**config.mk**
```make
export PLATFORM = sky130hd
export DESIGN_NAME = mem_port_arbiter_flat
export DESIGN_NICKNAME = d
export VERILOG_FILES = /design/src/rtl/mem_port_arbiter_if.sv /design/src/rtl/mem_port_arbiter.sv /design/src/flat_wrapper.sv
export SDC_FILE = /design/constraint.sdc
export NUM_CORES = 1
export LEC_CHECK = 0
export ABC_AREA = 1
export BUFFER_PORTS_ARGS = -buffer_cell sky130_fd_sc_hd__buf_4
export CAP_MARGIN = 15
export CORE_MARGIN = 2
export CORE_UTILIZATION = 48
export CTS_CLUSTER_SIZE = 25
export DETAILED_ROUTE_END_ITERATION = 6
export HOLD_SLACK_MARGIN = 0.15
export PLACE_DENSITY = 0.94
export RECOVER_POWER = 100
export SLEW_MARGIN = 20
export SYNTH_ARGS = -nofsm -noshare
export SYNTH_HDL_FRONTEND = slang
export SYNTH_SLANG_ARGS = --single-unit
```
**constraint.sdc**
```tcl
create_clock -name clk -period 3.4 [get_ports clk]
set_input_delay 0.68 -clock clk [delete_from_list [all_inputs] [get_ports clk]]
set_output_delay 0.68 -clock clk [all_outputs]
set_load 0.05 [all_outputs]
```
**src/rtl/mem_port_arbiter_if.sv**
```systemverilog
// Shared-RAM port bundle: fetch requester, data requester and RAM side.
// slave  = arbiter view, master = requesters/RAM view.
interface mem_port_arbiter_if #(
  parameter int unsigned ADDR_W = 11,
  parameter int unsigned DATA_W = 32
);
  // Fetch side
  logic              if_req;
  logic [ADDR_W-1:0] if_addr;
  logic              if_flush;
  logic              if_gnt;
  logic              if_rvalid;
  logic [DATA_W-1:0] if_rdata;
  // Data side
  logic              d_req;
  logic              d_we;
  logic [ADDR_W-1:0] d_addr;
  logic [DATA_W-1:0] d_wdata;
  logic              d_gnt;
  logic              d_rvalid;
  logic [DATA_W-1:0] d_rdata;
  // RAM side
  logic [ADDR_W-1:0] ram_addr;
  logic [DATA_W-1:0] ram_wdata;
  logic              ram_wren;
  logic [DATA_W-1:0] ram_rdata;

  modport slave (
    input  if_req, if_addr, if_flush,
    output if_gnt, if_rvalid, if_rdata,
    input  d_req, d_we, d_addr, d_wdata,
    output d_gnt, d_rvalid, d_rdata,
    output ram_addr, ram_wdata, ram_wren,
    input  ram_rdata
  );

  modport master (
    output if_req, if_addr, if_flush,
    input  if_gnt, if_rvalid, if_rdata,
    output d_req, d_we, d_addr, d_wdata,
    input  d_gnt, d_rvalid, d_rdata,
    input  ram_addr, ram_wdata, ram_wren,
    output ram_rdata
  );
endinterface

```
**src/rtl/mem_port_arbiter.sv**
```systemverilog
// Arbiter/sequencer for the single-ported instruction/data RAM.
// One access per cycle, 1-cycle read responses routed to their owner,
// fetch squash on branch flush, bounded fetch starvation.
module mem_port_arbiter #(
  parameter int unsigned ADDR_W       = 11,
  parameter int unsigned DATA_W       = 32,
  parameter int unsigned STARVE_LIMIT = 3
) (
  input  logic                    clk,
  input  logic                    rst_n,
  mem_port_arbiter_if.slave       bus
);

  localparam logic [1:0] OWN_NONE = 2'd0;
  localparam logic [1:0] OWN_IF   = 2'd1;
  localparam logic [1:0] OWN_D    = 2'd2;

  localparam logic [3:0] LIMIT = 4'(STARVE_LIMIT);

  logic              run_q;
  logic [1:0]        pend_q,   pend_d;
  logic [3:0]        starve_q, starve_d;
  logic [DATA_W-1:0] if_hold_q, if_hold_d;
  logic [DATA_W-1:0] d_hold_q,  d_hold_d;

  logic if_elig, d_elig;
  logic if_gnt, d_gnt;
  logic if_resp, d_resp;

  // Grant selection: data normally wins, fetch wins once the starvation budget is spent
  always_comb begin
    if_elig = run_q & bus.if_req & ~bus.if_flush;
    d_elig  = run_q & bus.d_req;
    if_gnt  = 1'b0;
    d_gnt   = 1'b0;
    if (if_elig && d_elig) begin
      if (starve_q >= LIMIT) if_gnt = 1'b1;
      else                   d_gnt  = 1'b1;
    end else begin
      if_gnt = if_elig;
      d_gnt  = d_elig;
    end
  end

  // RAM port drive; address parks at zero when idle
  always_comb begin
    bus.ram_wdata = bus.d_wdata;
    bus.ram_wren  = d_gnt & bus.d_we;
    if (if_gnt)     bus.ram_addr = bus.if_addr;
    else if (d_gnt) bus.ram_addr = bus.d_addr;
    else            bus.ram_addr = '0;
    bus.if_gnt = if_gnt;
    bus.d_gnt  = d_gnt;
  end

  // Response routing; holding registers supply read data outside response cycles
  always_comb begin
    if_resp       = (pend_q == OWN_IF);
    d_resp        = (pend_q == OWN_D);
    bus.if_rvalid = if_resp & ~bus.if_flush;
    bus.if_rdata  = if_resp ? bus.ram_rdata : if_hold_q;
    bus.d_rvalid  = d_resp;
    bus.d_rdata   = d_resp ? bus.ram_rdata : d_hold_q;
    if_hold_d     = (if_resp && !bus.if_flush) ? bus.ram_rdata : if_hold_q;
    d_hold_d      = d_resp ? bus.ram_rdata : d_hold_q;
  end

  // Next-state for read ownership and the starvation counter
  always_comb begin
    if (if_gnt)                  pend_d = OWN_IF;
    else if (d_gnt && !bus.d_we) pend_d = OWN_D;
    else                         pend_d = OWN_NONE;

    if (d_gnt && if_elig)
      starve_d = (starve_q >= LIMIT) ? LIMIT : starve_q + 4'd1;
    else if (if_gnt || !if_elig)
      starve_d = '0;
    else
      starve_d = starve_q;
  end

  // State registers with asynchronous clear
  always_ff @(posedge clk or negedge rst_n) begin
    if (!rst_n) begin
      run_q     <= 1'b0;
      pend_q    <= OWN_NONE;
      starve_q  <= '0;
      if_hold_q <= '0;
      d_hold_q  <= '0;
    end else begin
      run_q     <= 1'b1;
      pend_q    <= pend_d;
      starve_q  <= starve_d;
      if_hold_q <= if_hold_d;
      d_hold_q  <= d_hold_d;
    end
  end

endmodule

```
**src/flat_wrapper.sv**
```systemverilog
// flat-port wrapper written by rule: the top's interface ports become plain ports
module mem_port_arbiter_flat 
#(
  parameter int unsigned ADDR_W       = 11,
  parameter int unsigned DATA_W       = 32,
  parameter int unsigned STARVE_LIMIT = 3
)
  (clk, rst_n, bus_if_req, bus_if_addr, bus_if_flush, bus_if_gnt, bus_if_rvalid, bus_if_rdata, bus_d_req, bus_d_we, bus_d_addr, bus_d_wdata, bus_d_gnt, bus_d_rvalid, bus_d_rdata, bus_ram_addr, bus_ram_wdata, bus_ram_wren, bus_ram_rdata);
  mem_port_arbiter_if #(.ADDR_W(ADDR_W), .DATA_W(DATA_W)) bus_i ();
  input  logic clk;
  input  logic rst_n;
  input wire logic [$bits(bus_i.if_req)-1:0] bus_if_req;
  input wire logic [$bits(bus_i.if_addr)-1:0] bus_if_addr;
  input wire logic [$bits(bus_i.if_flush)-1:0] bus_if_flush;
  output wire logic [$bits(bus_i.if_gnt)-1:0] bus_if_gnt;
  output wire logic [$bits(bus_i.if_rvalid)-1:0] bus_if_rvalid;
  output wire logic [$bits(bus_i.if_rdata)-1:0] bus_if_rdata;
  input wire logic [$bits(bus_i.d_req)-1:0] bus_d_req;
  input wire logic [$bits(bus_i.d_we)-1:0] bus_d_we;
  input wire logic [$bits(bus_i.d_addr)-1:0] bus_d_addr;
  input wire logic [$bits(bus_i.d_wdata)-1:0] bus_d_wdata;
  output wire logic [$bits(bus_i.d_gnt)-1:0] bus_d_gnt;
  output wire logic [$bits(bus_i.d_rvalid)-1:0] bus_d_rvalid;
  output wire logic [$bits(bus_i.d_rdata)-1:0] bus_d_rdata;
  output wire logic [$bits(bus_i.ram_addr)-1:0] bus_ram_addr;
  output wire logic [$bits(bus_i.ram_wdata)-1:0] bus_ram_wdata;
  output wire logic [$bits(bus_i.ram_wren)-1:0] bus_ram_wren;
  input wire logic [$bits(bus_i.ram_rdata)-1:0] bus_ram_rdata;
  assign bus_i.if_req = bus_if_req;
  assign bus_i.if_addr = bus_if_addr;
  assign bus_i.if_flush = bus_if_flush;
  assign bus_if_gnt = bus_i.if_gnt;
  assign bus_if_rvalid = bus_i.if_rvalid;
  assign bus_if_rdata = bus_i.if_rdata;
  assign bus_i.d_req = bus_d_req;
  assign bus_i.d_we = bus_d_we;
  assign bus_i.d_addr = bus_d_addr;
  assign bus_i.d_wdata = bus_d_wdata;
  assign bus_d_gnt = bus_i.d_gnt;
  assign bus_d_rvalid = bus_i.d_rvalid;
  assign bus_d_rdata = bus_i.d_rdata;
  assign bus_ram_addr = bus_i.ram_addr;
  assign bus_ram_wdata = bus_i.ram_wdata;
  assign bus_ram_wren = bus_i.ram_wren;
  assign bus_i.ram_rdata = bus_ram_rdata;
  mem_port_arbiter #(.ADDR_W(ADDR_W), .DATA_W(DATA_W), .STARVE_LIMIT(STARVE_LIMIT)) u_core (.clk(clk), .rst_n(rst_n), .bus(bus_i));
endmodule
```
==> results.toml, run 1 <==
[drt]
drc = 0
vias = 2979
wl_met2_mm = 4.13
viasPerCell = 4.81
wirelength_mm = 8.06
wl_met1_mm = 3.24
routed-wl-met3_um = 579
dr.pass1.iters = 4
dr.max_layer_used = "met4"
ant_nets = 0
routedWlPerCell_um = 13.0
drtIter0Drc = 92

[grt]
grt.overflow.total = 0
grt.total_usage_pct = 20.3
antenna_found_initial = 0
grt_pass1_vias = 3054
grt_start_max_net_pins = 72
grt_first_pass_wirelength_mm = 13.6

[sta]
fmax_ghz = 0.332
clock_skew_ns = 0.00619
final.setup.tns_ns = 0
setup_ws_ns = 0.388
rsz0062_at_grt = "false"
slew-limit-headroom_pct = -49.0
finalCritPeriodShare_pct = 88.6
hold_violations = 0
finalCriticalPeriod_ns = 3.01
setup_viol = 0
worst_slew_pin_slew_ns = 2.24
slew_violations = 137
whs_ns = 0.451

[place]
place_ws_ns = 0.854
port_buffers = 139
dp_hpwl_mm = 5.93
place.gp.congestion = 0.806

[critical_path]
path_common_cell = "clkbuf_1"
cp-start-kind = "flip-flop"
cp_slowest_cell = "clkbuf_1"
cpPeakStageDelay_ns = 0.50
end_kind = "output port"
critPathMaxFanout = 25
arrival_ns = 2.33
path_buf_inv = 3
regToRegSetupSlack_ns = 0.76
critPathTopFamily = "buffers and inverters"
cp_data_required_time_ns = 2.72
worst-setup-path-type = "reg2out"
crit_chain = "inv_1 -> nand2_2 -> clkbuf_1 -> nand2_1 -> o21ai_0 -> clkbuf_1"

[synth]
ys_seq_area_share_pct = 49.7
ys_ff_latch = 71
yosysWarnings = 0
syn_inst = 417
synthDistinctLibCells = 18
syn_area_um2 = 3570
avgSynthCellArea_um2 = 8.57

[clocking]
cts_resized = 0
cts_root_buffer = "clkbuf_8"
clkTransAtPathRegs_ns = 0.07
cts_buffer_depth = 2
cts_tree = "done"
post_cts_buffers = 0
clock_sinks = 71
clock_latency_ns = 0.34
ctsHoldBuffers = 0
cts_max_level = 3
cts-buffers-inserted = 9

[floorplan]
io_pins = 204
core_um2 = 7210
die_w_um = 90.3
initial_core_util_pct = 49.5
fp.dieH_um = 90.3
num_rows = 31
dieArea_um2 = 8150

[status]
violations = "max-capacitance violations, max-slew violations"
status = "complete, but fails checks"

[power_and_ir_drop]
power_density_nw_per_um2 = 722
switching_share_pct = 42.4
p_sw_w = 0.00128
internal_power_w = 0.00174
finalPower_w = 0.00301
p_leak_nw = 2.16
comb_power_share_pct = 37.0
pwr-share-clk_pct = 27.2
ir_drop_v = 0.000375
p_seq_share_pct = 35.8

[finish]
fin_nets = 608
final-seq-area_um2 = 1780
layout-drive-gt1-share_pct = 16.0
layout_common_cells = "nand2_1, o21ai_0, clkbuf_1, dfrtp_1, buf_4"
syn2layout_area_growth_pct = 16.8
antennaDiodeCount = 0
fillers = 742
final_common_cell = "nand2_1"
multi_input_area_um2 = 1110

[worst_hold_path]
hold_class = "reg2reg"

[job]
maxCapViolCount = 2
==> synth_stat cells <==
cell	count	area share (%)
o21ai_0	60	8.4
nand3_2	1	0.28
nand3_1	23	3.2
conb_1	2	0.21
nor2_1	7	0.74
buf_4	33	6.9
clkbuf_2	3	0.42
nand4_1	1	0.18
ha_1	1	0.35
o21ai_1	8	1.1
o21ai_2	28	6.9
dfrtp_1	71	50
clkbuf_1	2	0.21
nand2_1	114	12
buf_2	6	0.84
nand2_2	1	0.18
inv_1	44	4.6
buf_6	12	3.8
==> stage by stage <==
step | instances | util [%] | area, um^2
after floorplan | 418 | - | 3580
after global placement | 603 | 60.1 | 4340
after detailed placement | 603 | 60.1 | 4340
after CTS | 619 | 63.5 | 4580
after global routing | 619 | 57.9 | 4180
final | 619 | 57.9 | 4180
==> power groups by stage <==
stage	Combinational [W]	Sequential, W	Clock [W]
detailed placement	0.00131	0.00109	0
finish	0.00112	0.00108	0.000819
global route	0.00120	0.00110	0.000874
floorplan	0.00103	0.00108	0
CTS	0.00132	0.00108	0.000839
global placement	0.00129	0.00108	0
==> path summary, 6_finish.rpt <==
path | startpoint | to | depth (start not counted)
setup reg to reg | u_core.pend_q[1]$_DFF_PN0_ | u_core.if_hold_q[11]$_DFFE_PN0P_ | 4
min in group asynchronous | rst_n | u_core.d_hold_q[14]$_DFF_PN0_ | 1
max in group asynchronous | rst_n | u_core.d_hold_q[13]$_DFF_PN0_ | 1
hold / removal | u_core.starve_q[0]$_DFFE_PN0P_ | u_core.starve_q[0]$_DFFE_PN0P_ | 1
setup / recovery | u_core.pend_q[0]$_DFF_PN0_ | bus_d_rdata[15] | 6
hold reg to reg | u_core.starve_q[0]$_DFFE_PN0P_ | u_core.starve_q[0]$_DFFE_PN0P_ | 1
==> flip-flops by register name, summed over array words and instances, names as in the netlist <==
| signal | count |
|---|---|
| u_core.if_hold_q | 32 |
| u_core.d_hold_q | 32 |
| u_core.run_q | 1 |
| u_core.pend_q | 2 |
| u_core.starve_q | 4 |
==> cells by family (layout without fill, tap and decap cells) <==
kind of cell | Yosys count | after routing | share of synthesized area (%)
adders and majority gates | 1 | 1 | 0.350
and+or+nand+nor | 147 | 147 | 16.6
DFF | 71 | 71 | 49.7
other | 2 | 3 | 0.210
AOI/OAI and AO/OA | 96 | 96 | 16.4
buffers and inverters | 100 | 202 | 16.8
==> routing by layer <==
metal / vias up / GRT usage [%]
met2: 124 / 37.0
li1: 1478 / -
met5: - / 0
met4: 0 / 7.44
met3: 11 / 5.18
met1: 1366 / 22.9
==> layout make-up <==
| cell class | instances | share of cell area [%] |
|---|---|---|
| Inverter | 44 | 3.95 |
| Sequential cell | 71 | 42.5 |
| Clock inverter | 5 | 2.52 |
| Tap cell | 99 | 2.97 |
| Multi-Input combinational cell | 247 | 26.5 |
| Timing Repair Buffer | 142 | 18.1 |
| Clock buffer | 11 | 3.39 |
No activity file was read; power rests on OpenSTA's default activity.
==> run 2: changes to the inputs <==
--- a/config.mk
+++ b/config.mk
@@ -9,11 +9,12 @@
 export BUFFER_PORTS_ARGS = -buffer_cell sky130_fd_sc_hd__buf_4
 export CAP_MARGIN = 15
 export CORE_MARGIN = 2
-export CORE_UTILIZATION = 48
+export CORE_UTILIZATION = 44
+export CTS_CLUSTER_DIAMETER = 40
 export CTS_CLUSTER_SIZE = 25
 export DETAILED_ROUTE_END_ITERATION = 6
 export HOLD_SLACK_MARGIN = 0.15
-export PLACE_DENSITY = 0.94
+export PLACE_DENSITY = 0.88
 export RECOVER_POWER = 100
 export SLEW_MARGIN = 20
 export SYNTH_ARGS = -nofsm -noshare
==> constraint.sdc (replaced) <==
create_clock -name clk -period 2.9 [get_ports clk]
set_input_delay 0.58 -clock clk [delete_from_list [all_inputs] [get_ports clk]]
set_output_delay 0.58 -clock clk [all_outputs]
set_load 0.05 [all_outputs]
==> run 2 against run 1 <==
The run still ends with max-capacitance violations, max-slew violations left. Via count grew 0.77%. Highest routed layer unchanged. Die area rose by 8.7%. Cell count is 0.65% higher. Wire length is 2.1% higher. First-iteration DRC count fell by 5.4%. Register-to-register slack gained 0.39 ns. Core utilization shrank 3.7 points. Clock power shrank 8.7%. Setup slack got worse by 0.11 ns.
==> results.toml, run 2 (synthesized netlist as in run 1, its figures left out) <==
[sta]
slew-limit-headroom_pct = -15.0
finalCritPeriodShare_pct = 90.6
final.setup.tns_ns = 0
worst_slew_pin_slew_ns = 1.73
rsz0062_at_grt = "false"
setup_ws_ns = 0.273
setup_viol = 0
slew_violations = 72
fmax_ghz = 0.381
hold_violations = 0
clock_skew_ns = 0.00557
finalCriticalPeriod_ns = 2.63

[grt]
grt_pass1_vias = 2866
grt.total_usage_pct = 18.9
grt_first_pass_wirelength_mm = 13.1
grt.overflow.total = 0
grt_start_max_net_pins = 72
antenna_found_initial = 0

[critical_path]
arrival_ns = 2.05
regToRegSetupSlack_ns = 1.15
end_kind = "output port"
worst-setup-path-type = "reg2out"
path_common_cell = "nand2_1"
path_buf_inv = 2
crit_chain = "ha_1 -> inv_1 -> nand2_1 -> nand2_1 -> nand3_1 -> nand2_1 -> clkbuf_1"
cp_data_required_time_ns = 2.32
r2r_start = "u_core.pend_q[1]$_DFF_PN0_"
critPathTopFamily = "simple AND/OR/NAND/NOR gates"
r2r_end = "u_core.if_hold_q[18]$_DFFE_PN0P_"
cpPeakStageDelay_ns = 0.46
reg2regPathDepth = 4
cp_slowest_cell = "clkbuf_1"
cp-start-kind = "flip-flop"
critPathMaxFanout = 12

[power_and_ir_drop]
switching_share_pct = 44.3
ir_drop_v = 0.000364
internal_power_w = 0.00188
comb_power_share_pct = 40.2
power_density_nw_per_um2 = 795
finalPower_w = 0.00336
p_seq_share_pct = 37.6
p_sw_w = 0.00149
pwr-share-clk_pct = 22.2
p_leak_nw = 2.34

[floorplan]
fp.dieH_um = 94.1
die_w_um = 94.1
io_pins = 204
dieArea_um2 = 8860
initial_core_util_pct = 45.8
num_rows = 32
core_um2 = 7810

[finish]
syn2layout_area_growth_pct = 18.4
layout-drive-gt1-share_pct = 27.1
final_common_cell = "nand2_1"
layout_common_cells = "nand2_1, o21ai_0, dfrtp_1, buf_4, clkbuf_2"
fin_nets = 609
antennaDiodeCount = 0
post-route-util_pct = 54.2
largestRegisters = "u_core.d_hold_q x32, u_core.if_hold_q x32, u_core.starve_q x4"
fillers = 768
stdcell_area_um2 = 4230

[clocking]
cts-buffers-inserted = 9
ctsHoldBuffers = 0
cts_tree = "done"
clock_latency_ns = 0.33
cts_max_level = 3
cts_buffer_depth = 2
cts_resized = 0
clock_sinks = 71
cts_root_buffer = "clkbuf_8"
post_cts_buffers = 0
clkTransAtPathRegs_ns = 0.07

[worst_hold_path]
hold_class = "in2reg"
holdPathEnd = "u_core.pend_q[1]$_DFF_PN0_"
min_from = "bus_d_we"
holdPathStages = 2

[drt]
dr.pass1.iters = 4
viasPerCell = 4.82
wirelength_mm = 8.23
routedWlPerCell_um = 13.2
vias = 3002
ant_nets = 0
drc = 0
drtIter0Drc = 87

[job]
maxCapViolCount = 1

[status]
violations = "max-capacitance violations, max-slew violations"
status = "complete, but fails checks"

[place]
port_buffers = 139
place_ws_ns = 0.693
place.gp.congestion = 0.739
placed_area_um2 = 4370
dp_hpwl_mm = 6.09
-- run 2: changes by cell type in the layout (fill, tap and decap cells not counted), moves of 2 or more --
cell,previous run,this run
buf_12,0,2
o21ai_2,4,2
clkinv_2,0,3
bufinv_16,3,1
clkbuf_1,81,22
buf_4,57,61
o21ai_0,92,94
clkbuf_2,4,59
-- run 2: how the worst max path moves through the flow --
stage	startpoint	to	slack, ns	cells after the start
after floorplan	u_core.pend_q[0]$_DFF_PN0_	bus_d_rdata[12]	0.42	5
after global placement	u_core.pend_q[0]$_DFF_PN0_	bus_d_rdata[14]	0.80	5
after detailed placement	u_core.pend_q[0]$_DFF_PN0_	bus_d_rdata[15]	0.69	5
after CTS	u_core.pend_q[0]$_DFF_PN0_	bus_d_rdata[15]	0.31	5
after global routing	u_core.pend_q[0]$_DFF_PN0_	bus_d_rdata[11]	0.08	5
final	u_core.starve_q[0]$_DFFE_PN0P_	bus_ram_addr[0]	0.27	7
-- run 2: cell type report --
class,instances,area [um^2],share of cell area [%]
flip-flops and latches,71,1780,42.0
multi-input cells,247,1100,26.0
repair buffers,143,872,20.6
inverters,44,165,3.90
clock buffers,10,128,3.02
well taps,102,128,3.02
clock inverters,6,61.3,1.45
-- run 2: stage by stage --
stage / hold slack [ns] / instances
final: 0.418 / 623
after detailed placement: 0.457 / 607
after global routing: 0.400 / 623
after CTS: 0.391 / 623
after floorplan: 0.284 / 418
after global placement: 0.420 / 607
-- run 2: per-layer routing --
layer  part of all wire [%]  track usage (%)  vias up
li1                       -                -     1477
met1                     40             23.0     1379
met2                     50             32.4      132
met3                    7.8             4.74       14
met4                    1.7             7.00        0
met5                      0                0        -
-- run 2: power groups by stage --
stage               Clock (W)  Combinational, W  Sequential [W]
detailed placement          0           0.00155         0.00128
floorplan                   0           0.00121         0.00126
global route         0.000818           0.00144         0.00129
finish               0.000748           0.00135         0.00127
global placement            0           0.00152         0.00127
CTS                  0.000774           0.00155         0.00126
==> run 3: changes to the inputs <==
--- a/config.mk
+++ b/config.mk
@@ -14,7 +14,7 @@
 export CTS_CLUSTER_SIZE = 25
 export DETAILED_ROUTE_END_ITERATION = 6
 export HOLD_SLACK_MARGIN = 0.15
-export PLACE_DENSITY = 0.88
+export PLACE_DENSITY_LB_ADDON = 0.1
 export RECOVER_POWER = 100
 export SLEW_MARGIN = 20
 export SYNTH_ARGS = -nofsm -noshare
==> run 3 against run 2 <==
Core utilization increased by 1.1 points. Fmax increased by 0.46%. Design area increased by 2.0%. Sequential cell count unchanged. First-iteration DRC count increased by 33%. Via count decreased by 1.6%. Largest cell class unchanged. The flow still finishes with violations (max-capacitance violations, max-slew violations). Clock skew increased by 0.0044 ns. Count of clock-buffer cells in the layout decreased by 1. Highest routed layer unchanged. Worst hold slack got worse by 0.0025 ns.
==> results.toml, run 3 (synthesized netlist as in run 1, its figures left out) <==
[clocking]
clkTransAtPathRegs_ns = 0.07
cts_buffer_depth = 2
cts_resized = 0
post_cts_buffers = 0
cts_tree = "done"
clock_latency_ns = 0.34
cts_max_level = 3
ctsHoldBuffers = 0
clock_sinks = 71
cts_root_buffer = "clkbuf_8"
cts-buffers-inserted = 9

[floorplan]
core_um2 = 7810
dieArea_um2 = 8860
fp.dieH_um = 94.1
io_pins = 204
initial_core_util_pct = 45.8
die_w_um = 94.1
num_rows = 32

[drt]
drc = 0
viasPerCell = 4.73
routedWlPerCell_um = 12.7
ant_nets = 0
drtIter0Drc = 116
vias = 2954
wirelength_mm = 7.94
dr.pass1.iters = 4

[grt]
grt_first_pass_wirelength_mm = 13.2
grt.overflow.total = 0
grt_start_max_net_pins = 72
grt.total_usage_pct = 18.7
antenna_found_initial = 0
grt_pass1_vias = 2900

[critical_path]
crit_start = "u_core.pend_q[1]$_DFF_PN0_"
reg2regPathDepth = 4
cp-start-kind = "flip-flop"
worst-setup-path-type = "reg2out"
r2r_start = "u_core.pend_q[1]$_DFF_PN0_"
crit_end = "bus_if_rdata[3]"
cp_data_required_time_ns = 2.32
arrival_ns = 2.03
regToRegSetupSlack_ns = 1.21
r2r_end = "u_core.if_hold_q[9]$_DFFE_PN0P_"
end_kind = "output port"
critPathMaxFanout = 30

[sta]
final.setup.tns_ns = 0
slew_violations = 72
worst_slew_pin_slew_ns = 1.75
slew-limit-headroom_pct = -16.9
finalCriticalPeriod_ns = 2.61
hold_violations = 0
fmax_ghz = 0.382
clock_skew_ns = 0.00997
rsz0062_at_grt = "false"
setup_ws_ns = 0.285
setup_viol = 0
finalCritPeriodShare_pct = 90.2

[worst_hold_path]
hold_class = "in2reg"

[finish]
stdcell_area_um2 = 4320
antennaDiodeCount = 0
post-route-util_pct = 55.3
syn2layout_area_growth_pct = 20.8
layout-drive-gt1-share_pct = 26.6
fin_nets = 611
final_common_cell = "nand2_1"
largestRegisters = "u_core.d_hold_q x32, u_core.if_hold_q x32, u_core.starve_q x4"
layout_common_cells = "nand2_1, o21ai_0, buf_4, dfrtp_1, clkbuf_2"
fillers = 830

[power_and_ir_drop]
p_leak_nw = 2.36
power_density_nw_per_um2 = 846
ir_drop_v = 0.000381

[place]
placed_area_um2 = 4360
place_ws_ns = 0.701
dp_hpwl_mm = 5.82
place.gp.congestion = 0.788
port_buffers = 139

[status]
violations = "max-capacitance violations, max-slew violations"
status = "complete, but fails checks"

[job]
maxCapViolCount = 1
run 3: metrics by stage:
stage,std cells,hold slack [ns],total power [W]
6_report,625,0.416,0.00365
5_1_grt,625,0.400,0.00386
4_1_cts,625,0.395,0.00386
3_5_place_dp,609,0.435,0.00282
3_3_place_gp,609,0.421,0.00280
2_1_floorplan,418,0.284,0.00247
run 3: critical path, stage by stage (launching register included):
cell	delay (ns)
dfrtp_1	0.36
inv_1	0.07
nand2_2	0.37
clkbuf_2	0.40
nand2_1	0.09
o21ai_0	0.09
clkbuf_2	0.31
run 3: worst min path at each step:
stage                                         from                             end  slack (ns)  cells past startpoint
finish                                    bus_d_we      u_core.pend_q[1]$_DFF_PN0_        0.42                      2
global route                              bus_d_we      u_core.pend_q[1]$_DFF_PN0_        0.40                      2
CTS                                          rst_n    u_core.d_hold_q[6]$_DFF_PN0_        0.40                      1
detailed placement  u_core.starve_q[0]$_DFFE_PN0P_  u_core.starve_q[0]$_DFFE_PN0P_        0.43                      1
global placement    u_core.starve_q[0]$_DFFE_PN0P_  u_core.starve_q[0]$_DFFE_PN0P_        0.42                      1
floorplan                                    rst_n    u_core.d_hold_q[0]$_DFF_PN0_        0.28                      0
run 3: power by group:
part / total [W] / switching [W] / internal, W
Sequential: 0.00126 / 0.0000748 / 0.00118
Combinational: 0.00135 / 0.00105 / 0.000308
Clock: 0.00104 / 0.000376 / 0.000661
Total: 0.00365 / 0.00150 / 0.00215
run 3: metal layers:
| layer | GRT usage (%) | routed length (um) | vias to the layer above |
|---|---|---|---|
| li1 | - | - | 1484 |
| met1 | 23.2 | 3510 | 1347 |
| met2 | 31.0 | 3730 | 118 |
| met3 | 6.26 | 638 | 5 |
| met4 | 5.56 | 60 | 0 |
| met5 | 0 | 0 | - |
run 3: area by class of cell:
class                      instances  area (um^2)  share of cell area [%]
tap                              102          128                    2.96
multi-input combinational        247         1100                    25.6
inverter                          44          165                    3.83
timing repair buffer             145          875                    20.3
clock buffer                       9          124                    2.87
sequential                        71         1780                    41.2
clock inverter                     7          144                    3.33
